**config.mk**
```make
export PLATFORM = sky130hd
export DESIGN_NAME = timer_ctrl
export DESIGN_NICKNAME = d
export VERILOG_FILES = /design/src/rtl/timer_pkg.sv /design/src/rtl/bcd_down_digit.sv /design/src/rtl/timer_ctrl.sv
export SDC_FILE = /design/constraint.sdc
export NUM_CORES = 1
export LEC_CHECK = 0
export CORE_MARGIN = 1.5
export CORE_UTILIZATION = 39
export CTS_CLUSTER_DIAMETER = 50
export DETAILED_ROUTE_END_ITERATION = 8
export DONT_BUFFER_PORTS = 1
export HOLD_SLACK_MARGIN = 0.03
export PLACE_DENSITY = 0.59
export SETUP_SLACK_MARGIN = 0.02
export SLEW_MARGIN = 30
export SYNTH_ARGS = -nofsm -noshare
export SYNTH_HDL_FRONTEND = slang
export SYNTH_SLANG_ARGS = --single-unit
```
**constraint.sdc**
```tcl
create_clock -name clk -period 5.7 [get_ports clk]
set_clock_uncertainty 0.15 [all_clocks]
set_input_delay 0.855 -clock clk [delete_from_list [all_inputs] [get_ports clk]]
set_output_delay 0.855 -clock clk [all_outputs]
set_load 0.03 [all_outputs]
```
**src/rtl/timer_pkg.sv**
```systemverilog
// Shared types and default limits for the kitchen-timer controller.
// The state encoding lives here so the controller and any future observer agree on it.
package timer_pkg;

  typedef enum logic [1:0] {
    ST_IDLE  = 2'd0,
    ST_RUN   = 2'd1,
    ST_PAUSE = 2'd2,
    ST_DONE  = 2'd3
  } state_t;

  localparam int DEF_SEC_TENS_MAX = 5;
  localparam int DEF_DIGIT_MAX    = 9;

endpackage

```
**src/rtl/bcd_down_digit.sv**
```systemverilog
// One BCD down-counting digit with synchronous load and a parameterised wrap value.
// borrow flags that this enabled decrement wraps, so the next digit up must also step.
module bcd_down_digit #(
  parameter int MAX_VAL = 9
) (
  input  logic       clk,
  input  logic       rst,
  input  logic       load,
  input  logic [3:0] load_val,
  input  logic       dec_en,
  output logic [3:0] value,
  output logic       borrow
);

  localparam logic [3:0] WRAP_VAL = 4'(MAX_VAL);

  // NOTE: clocked state uses non-blocking assignments so every register samples pre-edge values.
  always_ff @(posedge clk) begin
    if (rst) begin
      value <= '0;
    end else if (load) begin
      value <= load_val;
    end else if (dec_en) begin
      value <= (value == 4'd0) ? WRAP_VAL : value - 4'd1;
    end
  end

  assign borrow = dec_en && (value == 4'd0);

endmodule

```
**src/rtl/timer_ctrl.sv**
```systemverilog
// Countdown timer controller: keypad entry in IDLE, BCD countdown in RUN, pause and done handling.
// Digits are three chained bcd_down_digit instances; heat_on and done are registered state decodes.
module timer_ctrl
  import timer_pkg::*;
#(
  parameter int SEC_TENS_MAX = DEF_SEC_TENS_MAX,
  parameter int DIGIT_MAX    = DEF_DIGIT_MAX
) (
  input  logic       clk,
  input  logic       rst,
  input  logic       tick,
  input  logic       key_valid,
  input  logic [3:0] key_digit,
  input  logic       start,
  input  logic       stop_clear,
  input  logic       door_closed,
  output logic [3:0] sec_ones,
  output logic [3:0] sec_tens,
  output logic [3:0] min_ones,
  output logic       heat_on,
  output logic       done
);

  state_t     state, state_next;
  logic       stop_prev;
  logic       stop_rise;
  logic       load_en;
  logic [3:0] ld_ones, ld_tens, ld_min;
  logic       dec_ones;
  logic       ones_borrow, tens_borrow, min_borrow;
  logic       time_zero, time_last, tens_ok, key_ok;

  assign stop_rise = stop_clear && !stop_prev;
  assign time_zero = (min_ones == 4'd0) && (sec_tens == 4'd0) && (sec_ones == 4'd0);
  assign time_last = (min_ones == 4'd0) && (sec_tens == 4'd0) && (sec_ones == 4'd1);
  assign tens_ok   = sec_tens <= 4'(SEC_TENS_MAX);
  assign key_ok    = key_digit <= 4'd9;

  // A tick only counts in RUN when neither pause condition is present.
  assign dec_ones = (state == ST_RUN) && tick && !stop_clear && door_closed;

  always_ff @(posedge clk) begin
    if (rst) begin
      state     <= ST_IDLE;
      stop_prev <= 1'b0;
      heat_on   <= 1'b0;
      done      <= 1'b0;
    end else begin
      state     <= state_next;
      stop_prev <= stop_clear;
      heat_on   <= (state_next == ST_RUN);
      done      <= (state_next == ST_DONE);
    end
  end

  // NOTE: every signal assigned here gets a default first, so no path can infer a latch.
  always_comb begin
    state_next = state;
    load_en    = 1'b0;
    ld_ones    = 4'd0;
    ld_tens    = 4'd0;
    ld_min     = 4'd0;
    case (state)
      ST_IDLE: begin
        if (stop_clear) begin
          load_en = 1'b1;
        end else if (start && door_closed && !time_zero && tens_ok) begin
          state_next = ST_RUN;
        end else if (key_valid && key_ok) begin
          load_en = 1'b1;
          ld_ones = key_digit;
          ld_tens = sec_ones;
          ld_min  = sec_tens;
        end
      end
      ST_RUN: begin
        if (stop_clear || !door_closed) begin
          state_next = ST_PAUSE;
        end else if (tick) begin
          if (time_last) begin
            state_next = ST_DONE;
          end else if (min_borrow) begin
            // Underflow is unreachable from legal entry; park at 0:00 rather than wrap.
            state_next = ST_DONE;
            load_en    = 1'b1;
          end
        end
      end
      ST_PAUSE: begin
        // Edge-detected so a stop_clear held from RUN only pauses, never clears.
        if (stop_rise) begin
          state_next = ST_IDLE;
          load_en    = 1'b1;
        end else if (start && door_closed) begin
          state_next = ST_RUN;
        end
      end
      ST_DONE: begin
        if (start || stop_clear || key_valid) begin
          state_next = ST_IDLE;
          load_en    = 1'b1;
        end
      end
      default: state_next = ST_IDLE;
    endcase
  end

  bcd_down_digit #(.MAX_VAL(DIGIT_MAX)) u_sec_ones (
    .clk      (clk),
    .rst      (rst),
    .load     (load_en),
    .load_val (ld_ones),
    .dec_en   (dec_ones),
    .value    (sec_ones),
    .borrow   (ones_borrow)
  );

  bcd_down_digit #(.MAX_VAL(SEC_TENS_MAX)) u_sec_tens (
    .clk      (clk),
    .rst      (rst),
    .load     (load_en),
    .load_val (ld_tens),
    .dec_en   (ones_borrow),
    .value    (sec_tens),
    .borrow   (tens_borrow)
  );

  bcd_down_digit #(.MAX_VAL(DIGIT_MAX)) u_min_ones (
    .clk      (clk),
    .rst      (rst),
    .load     (load_en),
    .load_val (ld_min),
    .dec_en   (tens_borrow),
    .value    (min_ones),
    .borrow   (min_borrow)
  );

endmodule
```
==> flow_summary.json, run 1 <==
{
  "cts.sinks": 17,
  "synth_flop_cell": "dfxtp_1",
  "totalWireLength_um": 2610,
  "critical_path.max_stage_delay_ns": 0.75,
  "vias_per_cell": 6.46,
  "yosys_warnings": 0,
  "clk_pin_slew_ns": 0.11,
  "area_delta_synth_final_pct": 3.63,
  "cp_cell_sequence": "nor4_4 -> nand4_1 -> a211oi_2 -> a21oi_1 -> a21o_1 -> a221oi_2",
  "critical_path_class": "reg2reg",
  "gr-total-overflow": 0,
  "drc": 0,
  "finalCritPeriodShare_pct": 46.0,
  "yosysSeqAreaShare_pct": 31.9,
  "hold_path_startpoint": "rst",
  "grt.total_usage_pct": 18.3,
  "synthArstFlopShare_pct": 0,
  "core_area_mm2": 0.00252,
  "drtAntennaViolNets": 0,
  "cts_buffers": 3,
  "r2r_cells": 6,
  "drive_above_1_share_pct": 9.85,
  "syn_nets": 144,
  "layout_setup_ws_ns": 3.08,
  "h-tree-depth": 1,
  "grt_max_degree": 18,
  "n_antenna_cell": 0,
  "maxCapViolations": 0,
  "avgSynthCellArea_um2": 8.02,
  "ctsHoldBuffers": 0,
  "finalHoldViolations": 0,
  "most-common-layout-cells": "17 x dfxtp_1, 14 x nand2_1, 12 x inv_1, 9 x nor2_1, 9 x a22oi_1",
  "clk_latency_ns": 0.29,
  "cpMaxStageDelayCell": "a211oi_2",
  "worstReg2RegEnd": "u_sec_ones.value[3]",
  "ios": 25,
  "min_path_type": "in2reg",
  "cts_setup_buffers": 0,
  "path_buf_inv": 0,
  "rsz0062_at_grt": "no",
  "layout.nets": 144,
  "clk_path_buf_depth": 2,
  "antenna_found_initial": 0,
  "place_congestion": 0.808,
  "layout_commonest_cell": "dfxtp_1",
  "worst-r2r-setup-slack_ns": 3.08,
  "drt_first_pass_iters": 4,
  "slew_headroom_pct": 46.0,
  "fin_crit_ns": 2.62,
  "grt_pass1_wl_um": 4590,
  "vias": 1047,
  "dieHeight_um": 55.3,
  "required_ns": 5.75,
  "worstSetupStartpointType": "flip-flop",
  "crit_path_end_kind": "flip-flop",
  "whs_path_depth": 1,
  "syn_inst": 133,
  "wl_per_cell_um": 16.1,
  "status": "finished clean",
  "peakVddDrop_mv": 0.122,
  "post-place-ws_ns": 2.97,
  "rr_startpoint": "u_sec_ones.value[0]",
  "setup_viol": 0,
  "cp.arrival_ns": 2.68,
  "dp_hpwl_um": 1940,
  "finalMaxSlewViolations": 0,
  "ys_ff_latch": 17,
  "fmax_ghz": 0.381,
  "synth_area_mm2": 0.00107,
  "tightest_slew_ns": 0.808,
  "die_x_um": 55.3,
  "num_rows": 18,
  "power_density_mw_per_mm2": 272,
  "critPathMaxFanout": 12,
  "tritoncts": "done",
  "fin_tns_setup_ns": 0,
  "first_iter_violations": 59,
  "synth-edff-count": 0,
  "synth_cell_types": 35,
  "p_leak_nw": 0.361,
  "start_util_pct": 42.3,
  "cts_resized": 0,
  "root_buffer": "clkbuf_4",
  "total_power_w": 0.000301,
  "whs_endpoint": "u_sec_tens.value[3]",
  "grt_pass1_vias": 1010,
  "portBuffers": 0,
  "dieArea_mm2": 0.00306,
  "crit_family": "compound AO/OA/AOI/OAI gates"
}
[state kept, by name, summed over array words and instances, names as in the netlist]
| register | count |
|---|---|
| done | 1 |
| stop_prev | 1 |
| state | 2 |
| heat_on | 1 |
| u_sec_tens.value | 4 |
| u_sec_ones.value | 4 |
| u_min_ones.value | 4 |
[kinds of logic (layout without fill, tap and decap cells)]
| kind of cell | count (synthesis) | after routing | share of synthesized area (%) |
|---|---|---|---|
| and+or+nand+nor | 48 | 48 | 25.2 |
| DFF | 17 | 17 | 31.9 |
| buffers and inverters | 18 | 17 | 7.27 |
| AOI/OAI and AO/OA | 50 | 50 | 35.6 |
[worst register-to-register path, stage by stage (launching register included)]
cell	delay, ns
dfxtp_1	0.53
nor4_4	0.37
nand4_1	0.21
a211oi_2	0.75
a21oi_1	0.15
a21o_1	0.19
a221oi_2	0.19
[synthesized netlist by cell type, types with 3 or more instances]
library cell  instances  share of area, %
a22oi_1               9               6.3
a21oi_1               4               1.9
o211ai_1              4               2.8
nand2_1              14               4.9
dfxtp_1              17                32
nand4_1               4               2.3
a311oi_1              6               4.9
nor2_1                9               3.2
o21ai_1               4               1.9
nand3_1               7               3.3
o21ai_0               6               2.8
a211oi_1              5               3.5
nor3_1                3               1.4
inv_1                12               4.2
[final cells by class]
class	instances	area [um^2]
flip-flops and latches	17	340
multi-input cells	98	649
repair buffers	1	7.51
fillers	269	1420
clock buffers	4	26.3
inverters	12	45.0
well taps	30	37.5
[how the worst max path moves through the flow]
stage                                    from             endpoint  slack [ns]  depth (start not counted)
after detailed placement           stop_clear  u_min_ones.value[3]        2.97                          7
after CTS                 u_sec_ones.value[0]  u_sec_ones.value[3]        3.05                          6
after floorplan                    stop_clear  u_min_ones.value[3]        3.39                          5
after global placement             stop_clear  u_sec_tens.value[1]        2.99                          7
after global routing      u_sec_ones.value[0]  u_sec_ones.value[3]        2.82                          6
final                     u_sec_ones.value[0]  u_sec_ones.value[3]        3.08                          6
[metrics by stage]
stage          hold slack, ns  cell area (um^2)  utilization [%]  instances
5_1_grt                 0.442              1110             43.8        162
3_5_place_dp            0.452              1080             42.8        158
2_1_floorplan           0.418              1070                -        133
6_report                0.471              1110             43.8        162
3_3_place_gp            0.457              1080             42.8        158
4_1_cts                 0.464              1110             43.8        162
[per-layer routing]
layer / track usage, % / part of all wire, % / routed length, um
met5: 0 / 0 / 0
met4: 5.23 / 0.57 / 15
met3: 4.92 / 4.9 / 128
met2: 30.3 / 48 / 1250
met1: 23.2 / 46 / 1210
[power breakdown]
part	switching (W)	internal (W)	leakage [nW]
registers	0.0000360	0.000129	0.139
logic	0.0000408	0.0000298	0.207
clock network	0.0000389	0.0000271	0.0150
total	0.000116	0.000185	0.361
No activity file was read; power rests on OpenSTA's default activity.
==> inputs of run 2 (changes only) <==
--- a/config.mk
+++ b/config.mk
@@ -11,7 +11,7 @@
 export DETAILED_ROUTE_END_ITERATION = 8
 export DONT_BUFFER_PORTS = 1
 export HOLD_SLACK_MARGIN = 0.03
-export PLACE_DENSITY = 0.59
+export PLACE_DENSITY = 0.61
 export SETUP_SLACK_MARGIN = 0.02
 export SLEW_MARGIN = 30
 export SYNTH_ARGS = -nofsm -noshare
==> constraint.sdc (replaced) <==
create_clock -name clk -period 2.1 [get_ports clk]
set_clock_uncertainty 0.15 [all_clocks]
set_input_delay 0.315 -clock clk [delete_from_list [all_inputs] [get_ports clk]]
set_output_delay 0.315 -clock clk [all_outputs]
set_load 0.03 [all_outputs]
==> flow_summary.json, run 2 (synthesized netlist as in run 1, its figures left out) <==
{
  "maxCapViolations": 0,
  "start_util_pct": 42.3,
  "grt_pass1_vias": 1142,
  "critical_path.max_stage_delay_ns": 0.37,
  "layout_commonest_cell": "buf_4",
  "place_congestion": 0.877,
  "min_path_type": "in2reg",
  "die_x_um": 55.3,
  "clk_latency_ns": 0.29,
  "h-tree-depth": 1,
  "grt.total_usage_pct": 19.7,
  "critPathMaxFanout": 10,
  "drc": 0,
  "grt_pass1_wl_um": 4950,
  "met2_usage_pct": 33.2,
  "setup_viol": 1,
  "wl_per_cell_um": 16.1,
  "gr-total-overflow": 0,
  "status": "complete, but fails checks",
  "drtAntennaViolNets": 0,
  "slew_headroom_pct": 56.3,
  "dieArea_mm2": 0.00306,
  "dpl_cell_area_mm2": 0.00125,
  "top_usage_layer": "met2",
  "finalMaxSlewViolations": 0,
  "fmax_ghz": 0.475,
  "vias": 1175,
  "fin_crit_ns": 2.11,
  "reg_top3": "u_min_ones.value: 4 flops, u_sec_ones.value: 4 flops, u_sec_tens.value: 4 flops",
  "tritoncts": "done",
  "clk_pin_slew_ns": 0.10,
  "stdcell_count": 188,
  "violations": "setup timing",
  "core_area_mm2": 0.00252,
  "grt_max_degree": 16,
  "seq_area_um2": 344,
  "portBuffers": 0,
  "finalHoldViolations": 0,
  "critical_path_class": "reg2reg",
  "drive_above_1_share_pct": 26.6,
  "multi_input_area_um2": 686,
  "vias_per_cell": 6.25,
  "dp_hpwl_um": 2230,
  "crit_path_end_kind": "flip-flop",
  "required_ns": 2.16,
  "dp.cells": 180,
  "clk_path_buf_depth": 2,
  "fillerInstances": 238,
  "n_antenna_cell": 0,
  "finalCritPeriodShare_pct": 100,
  "area_delta_synth_final_pct": 26.8,
  "cts_buffers": 3,
  "first_iter_violations": 41,
  "root_buffer": "clkbuf_4",
  "power_density_mw_per_mm2": 674,
  "drt_first_pass_iters": 4,
  "post-place-ws_ns": 0.00519,
  "dieHeight_um": 55.3,
  "totalWireLength_um": 3020,
  "grtUsageMet1_pct": 23.4,
  "layout_setup_ws_ns": -0.00690,
  "fin_area_mm2": 0.00135,
  "worstSetupStartpointType": "flip-flop",
  "num_rows": 18,
  "ios": 25,
  "rsz0062_at_grt": "yes",
  "fin_tns_setup_ns": -0.00690,
  "layout.nets": 170,
  "tightest_slew_ns": 0.654,
  "most-common-layout-cells": "24 x buf_4, 14 x nand2_1, 14 x dfxtp_1, 12 x inv_1",
  "p_leak_nw": 0.497,
  "gr-usage-met3_pct": 4.45,
  "cpMaxStageDelayCell": "dfxtp_2",
  "cp.arrival_ns": 2.17,
  "antenna_found_initial": 0,
  "cp_cell_sequence": "nor4_4 -> nand4_1 -> a211oi_2 -> buf_6 -> a21oi_1 -> a21o_1 -> a221oi_2",
  "cts.sinks": 17,
  "peakVddDrop_mv": 0.435
}
run 2: cell count changes in the layout (fill, tap and decap cells not counted), sizes merged:
cell	before	now
clkbuf	4	3
dlygate4sd3	0	2
clkinvlp	0	1
buf	1	25
run 2: timing repair:
item	4_1_cts	5_1_grt
endpoints found under the setup margin	1	12
endpoints found under the hold margin	15	0
resized for setup	1	7
setup buffers	1	1
pin swaps	2	6
hold buffers	2	0
run 2: critical path, delay by kind of cell, from the launching register on:
| family | cells | cell delay [ns] |
|---|---|---|
| flops | 1 | 0.37 |
| buf+inv | 1 | 0.18 |
| simple gates | 2 | 0.56 |
| compound gates | 4 | 0.76 |
run 2: power breakdown:
group,internal (W),total (W),switching [W]
clock,0.0000724,0.000181,0.000108
combinational,0.000140,0.000351,0.000210
sequential,0.000350,0.000382,0.0000317
total,0.000563,0.000913,0.000350
run 2: layer usage:
metal	up-vias	wire length [um]
li1	560	-
met1	544	1290
met2	60	1480
met3	11	209
met4	0	47
met5	-	0
run 2: worst paths after layout:
| path | to | startpoint | depth (start not counted) | slack [ns] |
|---|---|---|---|---|
| hold reg to reg | u_sec_ones.value[2] | u_sec_ones.value[2] | 2 | 0.41 |
| setup / recovery | u_sec_ones.value[3] | u_sec_ones.value[2] | 7 | -0.007 |
| hold / removal | u_sec_tens.value[2] | rst | 2 | 0.04 |
| setup reg to reg | u_sec_ones.value[3] | u_sec_ones.value[2] | 7 | -0.007 |
run 2: through the flow:
| stage | util, % | hold WS [ns] | power [W] |
|---|---|---|---|
| 2_1_floorplan | - | 0.320 | 0.000613 |
| 5_1_grt | 53.7 | 0.0519 | 0.000973 |
| 3_3_place_gp | 49.4 | 0.234 | 0.000691 |
| 3_5_place_dp | 49.4 | 0.237 | 0.000699 |
| 4_1_cts | 51.8 | 0.0320 | 0.000899 |
| 6_report | 53.7 | 0.0403 | 0.000913 |
run 2: area by class of cell:
class | instances | share of cell area (%)
repair buffers | 27 | 15.6
clock inverters | 1 | 0.555
inverters | 12 | 3.33
clock buffers | 3 | 1.66
well taps | 30 | 2.77
multi-input cells | 98 | 50.6
flip-flops and latches | 17 | 25.4
